[src/rtl/ma_signal_pkg.sv]
// Shared trend encodings and helpers for the MA crossover detector.
// trend_state_t: committed trend; sig_dir_t: event direction on the wire.
package ma_signal_pkg;

   typedef enum logic [1:0] {
      WARMUP  = 2'b00,
      BULL    = 2'b01,
      BEAR    = 2'b10,
      NEUTRAL = 2'b11
   } trend_state_t;

   typedef enum logic [1:0] {
      DIR_NEUTRAL = 2'b00,
      DIR_BULL    = 2'b01,
      DIR_BEAR    = 2'b10
   } sig_dir_t;

   localparam int DropWidth = 8;

   // State and direction encodings differ for NEUTRAL (11 vs 00).
   function automatic sig_dir_t state_to_dir(trend_state_t s);
      sig_dir_t d;
      case (s)
         BULL:    d = DIR_BULL;
         BEAR:    d = DIR_BEAR;
         default: d = DIR_NEUTRAL;
      endcase
      return d;
   endfunction

endpackage

[src/rtl/trend_event_buffer.sv]
// One-entry valid/ready event register; newest event wins when full.
// Ports: push_i/data_i load, valid_o/ready_i/data_o drain, dropped_o count.
module trend_event_buffer
   import ma_signal_pkg::*;
#(
   parameter int Width = 19
) (
   input  logic                 clk,
   input  logic                 reset,
   input  logic                 push_i,
   input  logic [Width-1:0]     data_i,
   output logic                 valid_o,
   input  logic                 ready_i,
   output logic [Width-1:0]     data_o,
   output logic [DropWidth-1:0] dropped_o
);

   logic                 valid_q, valid_d;
   logic [Width-1:0]     data_q, data_d;
   logic [DropWidth-1:0] drop_q, drop_d;
   logic                 pop;

   assign pop = valid_q & ready_i;

   always_comb begin
      valid_d = valid_q;
      data_d  = data_q;
      drop_d  = drop_q;
      if (push_i) begin
         valid_d = 1'b1;
         data_d  = data_i;
         // Only a push onto an entry nobody took loses data.
         if (valid_q && !pop && drop_q != '1) begin
            drop_d = drop_q + 1'b1;
         end
      end else if (pop) begin
         valid_d = 1'b0;
      end
   end

   always_ff @(posedge clk) begin
      if (reset) begin
         valid_q <= 1'b0;
         data_q  <= '0;
         drop_q  <= '0;
      end else begin
         valid_q <= valid_d;
         data_q  <= data_d;
         drop_q  <= drop_d;
      end
   end

   assign valid_o   = valid_q;
   assign data_o    = data_q;
   assign dropped_o = drop_q;

endmodule

[src/rtl/ma_crossover_detector.sv]
// Turns fast/slow moving-average difference into debounced trend events.
// Ports: avg_valid/fast_avg/slow_avg in; sig_* event stream, trend_state,
// dropped_count out. Event struct is sized here from DataWidth.
module ma_crossover_detector
   import ma_signal_pkg::*;
#(
   parameter int DataWidth     = 16,
   parameter int Threshold     = 8,
   parameter int HoldCount     = 2,
   parameter int WarmupSamples = 8
) (
   input  logic                 clk,
   input  logic                 reset,
   input  logic                 avg_valid,
   input  logic [DataWidth-1:0] fast_avg,
   input  logic [DataWidth-1:0] slow_avg,
   output logic                 sig_valid,
   input  logic                 sig_ready,
   output logic [1:0]           sig_dir,
   output logic [DataWidth:0]   sig_diff,
   output logic [1:0]           trend_state,
   output logic [7:0]           dropped_count
);

   localparam int DiffW = DataWidth + 1;
   localparam int HoldW = $clog2(HoldCount + 1);
   localparam int WarmW = $clog2(WarmupSamples + 1);

   localparam logic signed [DiffW-1:0] ThrPos =
      DiffW'(Threshold);
   localparam logic signed [DiffW-1:0] ThrNeg = -ThrPos;
   localparam logic signed [DiffW-1:0] Zero = '0;
   localparam logic [HoldW-1:0] HoldMax = HoldW'(HoldCount);
   localparam logic [WarmW-1:0] WarmMax = WarmW'(WarmupSamples);

   typedef struct packed {
      sig_dir_t         dir;
      logic [DiffW-1:0] diff;
   } trend_event_t;

   localparam int EvW = $bits(trend_event_t);

   trend_state_t            state_q, state_d;
   trend_state_t            cand_q, cand_d;
   trend_state_t            target;
   logic [HoldW-1:0]        hold_q, hold_d;
   logic [WarmW-1:0]        warm_q, warm_d;
   logic signed [DiffW-1:0] diff;
   logic                    commit;
   trend_event_t            ev;
   trend_event_t            out_ev;
   logic [EvW-1:0]          buf_data;

   // One extra bit of headroom: the difference can never wrap.
   assign diff = $signed({fast_avg[DataWidth-1], fast_avg})
               - $signed({slow_avg[DataWidth-1], slow_avg});

   // Hysteresis: leaving a trend only needs the sign to flip,
   // entering one needs the threshold to be crossed.
   always_comb begin
      target = state_q;
      case (state_q)
         NEUTRAL: begin
            if (diff > ThrPos)      target = BULL;
            else if (diff < ThrNeg) target = BEAR;
         end
         BULL: begin
            if (diff < ThrNeg)     target = BEAR;
            else if (diff <= Zero) target = NEUTRAL;
         end
         BEAR: begin
            if (diff > ThrPos)     target = BULL;
            else if (diff >= Zero) target = NEUTRAL;
         end
         default: target = state_q;
      endcase
   end

   always_comb begin
      state_d = state_q;
      cand_d  = cand_q;
      hold_d  = hold_q;
      warm_d  = warm_q;
      commit  = 1'b0;
      if (avg_valid) begin
         if (state_q == WARMUP) begin
            warm_d = warm_q + 1'b1;
            if (warm_d == WarmMax) state_d = NEUTRAL;
         end else if (target == state_q) begin
            hold_d = '0;
         end else begin
            if (target != cand_q) begin
               cand_d = target;
               hold_d = HoldW'(1);
            end else begin
               hold_d = hold_q + 1'b1;
            end
            if (hold_d == HoldMax) begin
               state_d = cand_d;
               hold_d  = '0;
               commit  = 1'b1;
            end
         end
      end
   end

   always_comb begin
      ev      = '0;
      ev.dir  = state_to_dir(cand_d);
      ev.diff = diff;
   end

   always_ff @(posedge clk) begin
      if (reset) begin
         state_q <= WARMUP;
         cand_q  <= NEUTRAL;
         hold_q  <= '0;
         warm_q  <= '0;
      end else begin
         state_q <= state_d;
         cand_q  <= cand_d;
         hold_q  <= hold_d;
         warm_q  <= warm_d;
      end
   end

   trend_event_buffer #(
      .Width(EvW)
   ) u_buf (
      .clk      (clk),
      .reset    (reset),
      .push_i   (commit),
      .data_i   (ev),
      .valid_o  (sig_valid),
      .ready_i  (sig_ready),
      .data_o   (buf_data),
      .dropped_o(dropped_count)
   );

   assign out_ev      = trend_event_t'(buf_data);
   assign sig_dir     = out_ev.dir;
   assign sig_diff    = out_ev.diff;
   assign trend_state = state_q;

endmodule

[config.mk]
export PLATFORM = sky130hd
export DESIGN_NAME = ma_crossover_detector
export DESIGN_NICKNAME = d
export VERILOG_FILES = /design/src/rtl/ma_signal_pkg.sv /design/src/rtl/trend_event_buffer.sv /design/src/rtl/ma_crossover_detector.sv
export SDC_FILE = /design/constraint.sdc
export NUM_CORES = 1
export LEC_CHECK = 0
export CAP_MARGIN = 20
export CORE_ASPECT_RATIO = 1.2
export CORE_MARGIN = 4
export CORE_UTILIZATION = 52
export DETAILED_ROUTE_END_ITERATION = 8
export GPL_TIMING_DRIVEN = 0
export PLACE_DENSITY = 0.79
export SLEW_MARGIN = 15
export SYNTH_ARGS = -nofsm -noshare
export SYNTH_HDL_FRONTEND = slang
export SYNTH_HIERARCHICAL = 1
export SYNTH_SLANG_ARGS = --single-unit
[constraint.sdc]
create_clock -name clk -period 5.3 [get_ports clk]
set_clock_uncertainty 0.15 [all_clocks]
set_input_delay 0.53 -clock clk [delete_from_list [all_inputs] [get_ports clk]]
set_output_delay 0.53 -clock clk [all_outputs]
set_load 0.005 [all_outputs]
==> impl_metrics.xml <==
<?xml version="1.0" encoding="UTF-8"?>
<metrics>
  <group name="status">
    <metric name="outcome" unit="">completed</metric>
  </group>
  <group name="critical_path">
    <metric name="cp-startpoint" unit="">fast_avg[0]</metric>
    <metric name="crit_arrival" unit="ns">4.68</metric>
    <metric name="path_class" unit="">primary input to flop</metric>
    <metric name="crit_slowest_cell" unit="">sky130_fd_sc_hd__nor4_1</metric>
    <metric name="timing.critical_path.from_type" unit="">primary input</metric>
    <metric name="ff2ff_setup_slack" unit="ns">2.24</metric>
    <metric name="critPathMaxFanout" unit="">8</metric>
    <metric name="cp_slowest_stage_delay" unit="ns">0.49</metric>
    <metric name="timing.rr.end" unit="">u_buf/dropped_o[4]</metric>
    <metric name="timing.critical_path.to_type" unit="">flop</metric>
    <metric name="critPathRequiredTime" unit="ns">5.32</metric>
    <metric name="r2r_start" unit="">trend_state[0]</metric>
    <metric name="r2r_cells" unit="">10</metric>
    <metric name="critical_path.cell_chain" unit="">clkdlybuf4s50_1, inv_1, ha_1, inv_1, fa_1, a21o_1, nand4_2, a21oi_1, mux2_2, o211ai_1, nor4_1, and3_1, a221oi_4, nor4_1, and3b_1, buf_4, o2111ai_1, xor2_1, nor2_1</metric>
  </group>
  <group name="timing">
    <metric name="grt_setup_unrepaired" unit="">false</metric>
    <metric name="setup_total_negative_slack" unit="ns">0</metric>
    <metric name="worst_hold_slack" unit="ns">0.309</metric>
    <metric name="period_needed" unit="ns">4.65</metric>
    <metric name="timing.max_slew.rel_slack" unit="%">58.6</metric>
    <metric name="hold_violations" unit="">0</metric>
    <metric name="finalSetupViolCount" unit="">0</metric>
    <metric name="slew_violations" unit="">0</metric>
    <metric name="layout_setup_ws" unit="ns">0.648</metric>
    <metric name="worst-slew-pin-transition" unit="ns">0.615</metric>
    <metric name="max_clock_freq" unit="MHz">215</metric>
    <metric name="share_of_the_cycle_needed_by_the_critical_path_after_routing" unit="%">87.8</metric>
  </group>
  <group name="global_route">
    <metric name="tot_gr_track_use" unit="%">20.3</metric>
    <metric name="grt_antenna_before_repair" unit="">0</metric>
    <metric name="grt_pass1_vias" unit="">2786</metric>
    <metric name="grt_max_degree" unit="">12</metric>
    <metric name="grt_first_pass_wirelength" unit="mm">12.1</metric>
    <metric name="grt_remaining_overflow" unit="">0</metric>
  </group>
  <group name="layout">
    <metric name="finish.instance_area" unit="um^2">3840</metric>
    <metric name="finalNetCount" unit="">498</metric>
    <metric name="antennaDiodeCount" unit="">0</metric>
    <metric name="layout_commonest_cell" unit="">sky130_fd_sc_hd__clkdlybuf4s50_1</metric>
    <metric name="mostFrequentLayoutCells" unit="">64 x sky130_fd_sc_hd__clkdlybuf4s50_1, 44 x sky130_fd_sc_hd__nor2_1, 38 x sky130_fd_sc_hd__dfxtp_1</metric>
    <metric name="fillerInstances" unit="">509</metric>
    <metric name="post_route_cells_drive_above_1_share" unit="%">9.91</metric>
    <metric name="final_cell_utilization_of_the_core" unit="%">68.2</metric>
    <metric name="area_growth" unit="%">27.6</metric>
  </group>
  <group name="clocking">
    <metric name="cts-resized-gates" unit="">0</metric>
    <metric name="cts_root_buffer" unit="">sky130_fd_sc_hd__clkbuf_8</metric>
    <metric name="post-cts-setup-buffers" unit="">0</metric>
    <metric name="hold_buffers" unit="">0</metric>
    <metric name="tritoncts" unit="">yes</metric>
    <metric name="cts.sink_count" unit="">38</metric>
    <metric name="max-clock-path-buffers" unit="">2</metric>
    <metric name="cts_buffers" unit="">5</metric>
    <metric name="clock_latency" unit="ns">0.29</metric>
    <metric name="clock_slew_seen_by_the_registers_of_the_worst_setup_and_hold_paths" unit="ns">0.07</metric>
    <metric name="max_h_tree_level" unit="">2</metric>
  </group>
  <group name="synthesis">
    <metric name="yosys_most_used_dff" unit="">sky130_fd_sc_hd__dfxtp_1</metric>
    <metric name="netlist-cell-type-count" unit="">72</metric>
    <metric name="synth.net_count" unit="">427</metric>
    <metric name="synth_sequential_area_ratio" unit="%">25.3</metric>
    <metric name="ys_warn_count" unit="">6</metric>
    <metric name="count_of_flip_flops_with_a_built_in_enable_after_synthesis" unit="">0</metric>
    <metric name="post_synth_inst_count" unit="">372</metric>
    <metric name="synth-seq-cells" unit="">38</metric>
    <metric name="ys_async_sr_fraction" unit="%">0</metric>
    <metric name="syn_area" unit="um^2">3010</metric>
    <metric name="post_synth.cell_area_avg" unit="um^2">8.09</metric>
  </group>
  <group name="die">
    <metric name="die_w" unit="um">77.5</metric>
    <metric name="io-pin-count" unit="">66</metric>
    <metric name="fp.dieArea" unit="um^2">7080</metric>
    <metric name="dieHeight" unit="um">91.4</metric>
    <metric name="floorplan.initialDensity" unit="%">53.5</metric>
    <metric name="coreArea" unit="um^2">5630</metric>
    <metric name="row_count" unit="">30</metric>
  </group>
  <group name="place">
    <metric name="placement.io_buffers" unit="">64</metric>
    <metric name="detailed_place_hpwl" unit="mm">5.64</metric>
    <metric name="dpl-instance-area" unit="um^2">3730</metric>
    <metric name="place_worst_setup_slack" unit="ns">0.378</metric>
    <metric name="rd_place_congestion" unit="">0.855</metric>
  </group>
  <group name="pwr">
    <metric name="leakage" unit="nW">1.54</metric>
    <metric name="cellPowerDensity" unit="nW/um^2">192</metric>
    <metric name="peakVddDrop" unit="mV">0.165</metric>
  </group>
  <group name="routing">
    <metric name="num_vias" unit="">2898</metric>
    <metric name="antenna_nets_post_route" unit="">0</metric>
    <metric name="detailedRoute.firstIterationViolations" unit="">149</metric>
    <metric name="post_drt_via_cell_ratio" unit="">5.70</metric>
    <metric name="totalWireLength" unit="mm">7.06</metric>
    <metric name="remaining_drc_errors" unit="">0</metric>
    <metric name="avgRoutedWirePerCell" unit="um">13.9</metric>
    <metric name="detailedRoute.firstPassIterationCount" unit="">5</metric>
  </group>
  <group name="run">
    <metric name="maxCapViolations" unit="">0</metric>
  </group>
  <group name="worst_hold_path">
    <metric name="holdCritStartpoint" unit="">hold_q[1]</metric>
    <metric name="whs_path_depth" unit="">1</metric>
    <metric name="hold_end" unit="">hold_q[1]</metric>
    <metric name="hold_path.class" unit="">flop to flop</metric>
  </group>
</metrics>
==> critical path, delay by kind of cell <==
family,cells,cell delay [ns]
buf+inv,4,0.71
compound gates,5,0.93
fa+ha+maj,2,0.41
simple gates,6,1.70
mux,1,0.25
xor+xnor,1,0.16
==> worst max path at each step <==
| stage | endpoint | slack (ns) | cells after the start |
|---|---|---|---|
| 2_1_floorplan | u_buf/dropped_o[4] | 1.16 | 19 |
| 3_3_place_gp | u_buf/dropped_o[5] | 0.41 | 18 |
| 3_5_place_dp | u_buf/dropped_o[6] | 0.38 | 20 |
| 4_1_cts | u_buf/dropped_o[5] | 0.66 | 19 |
| 5_1_grt | u_buf/dropped_o[7] | 0.27 | 19 |
| 6_report | u_buf/dropped_o[4] | 0.65 | 19 |
==> per-stage QoR <==
step	instances	power, mW
6_report	508	0.737
5_1_grt	508	0.777
4_1_cts	508	0.741
3_5_place_dp	500	0.510
3_3_place_gp	500	0.506
2_1_floorplan	372	0.450
==> report_power, final <==
group / switching (mW) / internal [mW]
registers: 0.00175 / 0.287
logic: 0.119 / 0.0970
clock network: 0.101 / 0.131
==> sequential cells by signal (all words and copies together) (netlist names) <==
| name | flops |
|---|---|
| u_buf/valid_o | 1 |
| hold_q | 2 |
| warm_q | 4 |
| trend_state | 2 |
| cand_q | 2 |
| u_buf/data_o | 19 |
| u_buf/dropped_o | 8 |
==> cell type report <==
type / count / area (um^2) / area share [%]
multi-input cells: 281 / 2020 / 52.7
flip-flops and latches: 38 / 761 / 19.8
repair buffers: 64 / 641 / 16.7
inverters: 34 / 128 / 3.32
clock buffers: 8 / 110 / 2.87
plain buffers: 19 / 98.8 / 2.57
well taps: 64 / 80.1 / 2.08
==> cells in the mapped netlist, types with 6 or more instances <==
master	number	area, um^2
sky130_fd_sc_hd__a21o_1	8	60.1
sky130_fd_sc_hd__a21oi_1	17	85.1
sky130_fd_sc_hd__buf_2	10	50.1
sky130_fd_sc_hd__clkbuf_1	6	22.5
sky130_fd_sc_hd__dfxtp_1	38	761
sky130_fd_sc_hd__ha_1	18	225
sky130_fd_sc_hd__inv_1	33	124
sky130_fd_sc_hd__mux2i_1	22	220
sky130_fd_sc_hd__nand2_1	26	97.6
sky130_fd_sc_hd__nand3_1	8	40.0
sky130_fd_sc_hd__nand4_1	7	43.8
sky130_fd_sc_hd__nor2_1	44	165
sky130_fd_sc_hd__nor2b_1	6	37.5
sky130_fd_sc_hd__nor3_1	6	30.0
sky130_fd_sc_hd__o21ai_0	7	35.0
sky130_fd_sc_hd__xnor2_1	6	52.6
sky130_fd_sc_hd__xor2_1	10	87.6
==> kinds of logic (layout without fill, tap and decap cells) <==
| group | Yosys count | after routing | share of synthesized area [%] |
|---|---|---|---|
| muxes | 25 | 25 | 8.44 |
| DFF | 38 | 38 | 25.3 |
| buffers and inverters | 53 | 125 | 7.52 |
| adders and majority gates | 20 | 20 | 8.48 |
| and+or+nand+nor | 133 | 133 | 22.7 |
| xor gates and xnor gates | 17 | 17 | 5.20 |
| AOI/OAI and AO/OA | 86 | 86 | 22.4 |
==> per-layer routing <==
metal / vias up / wire [um] / GRT usage, %
li1: 1473 / - / -
met3: 7 / 388 / 4.76
met1: 1348 / 3160 / 26.3
met2: 70 / 3450 / 34.4
met4: 0 / 55 / 4.01
met5: - / 0 / 0
No activity file was read; power rests on OpenSTA's default activity.
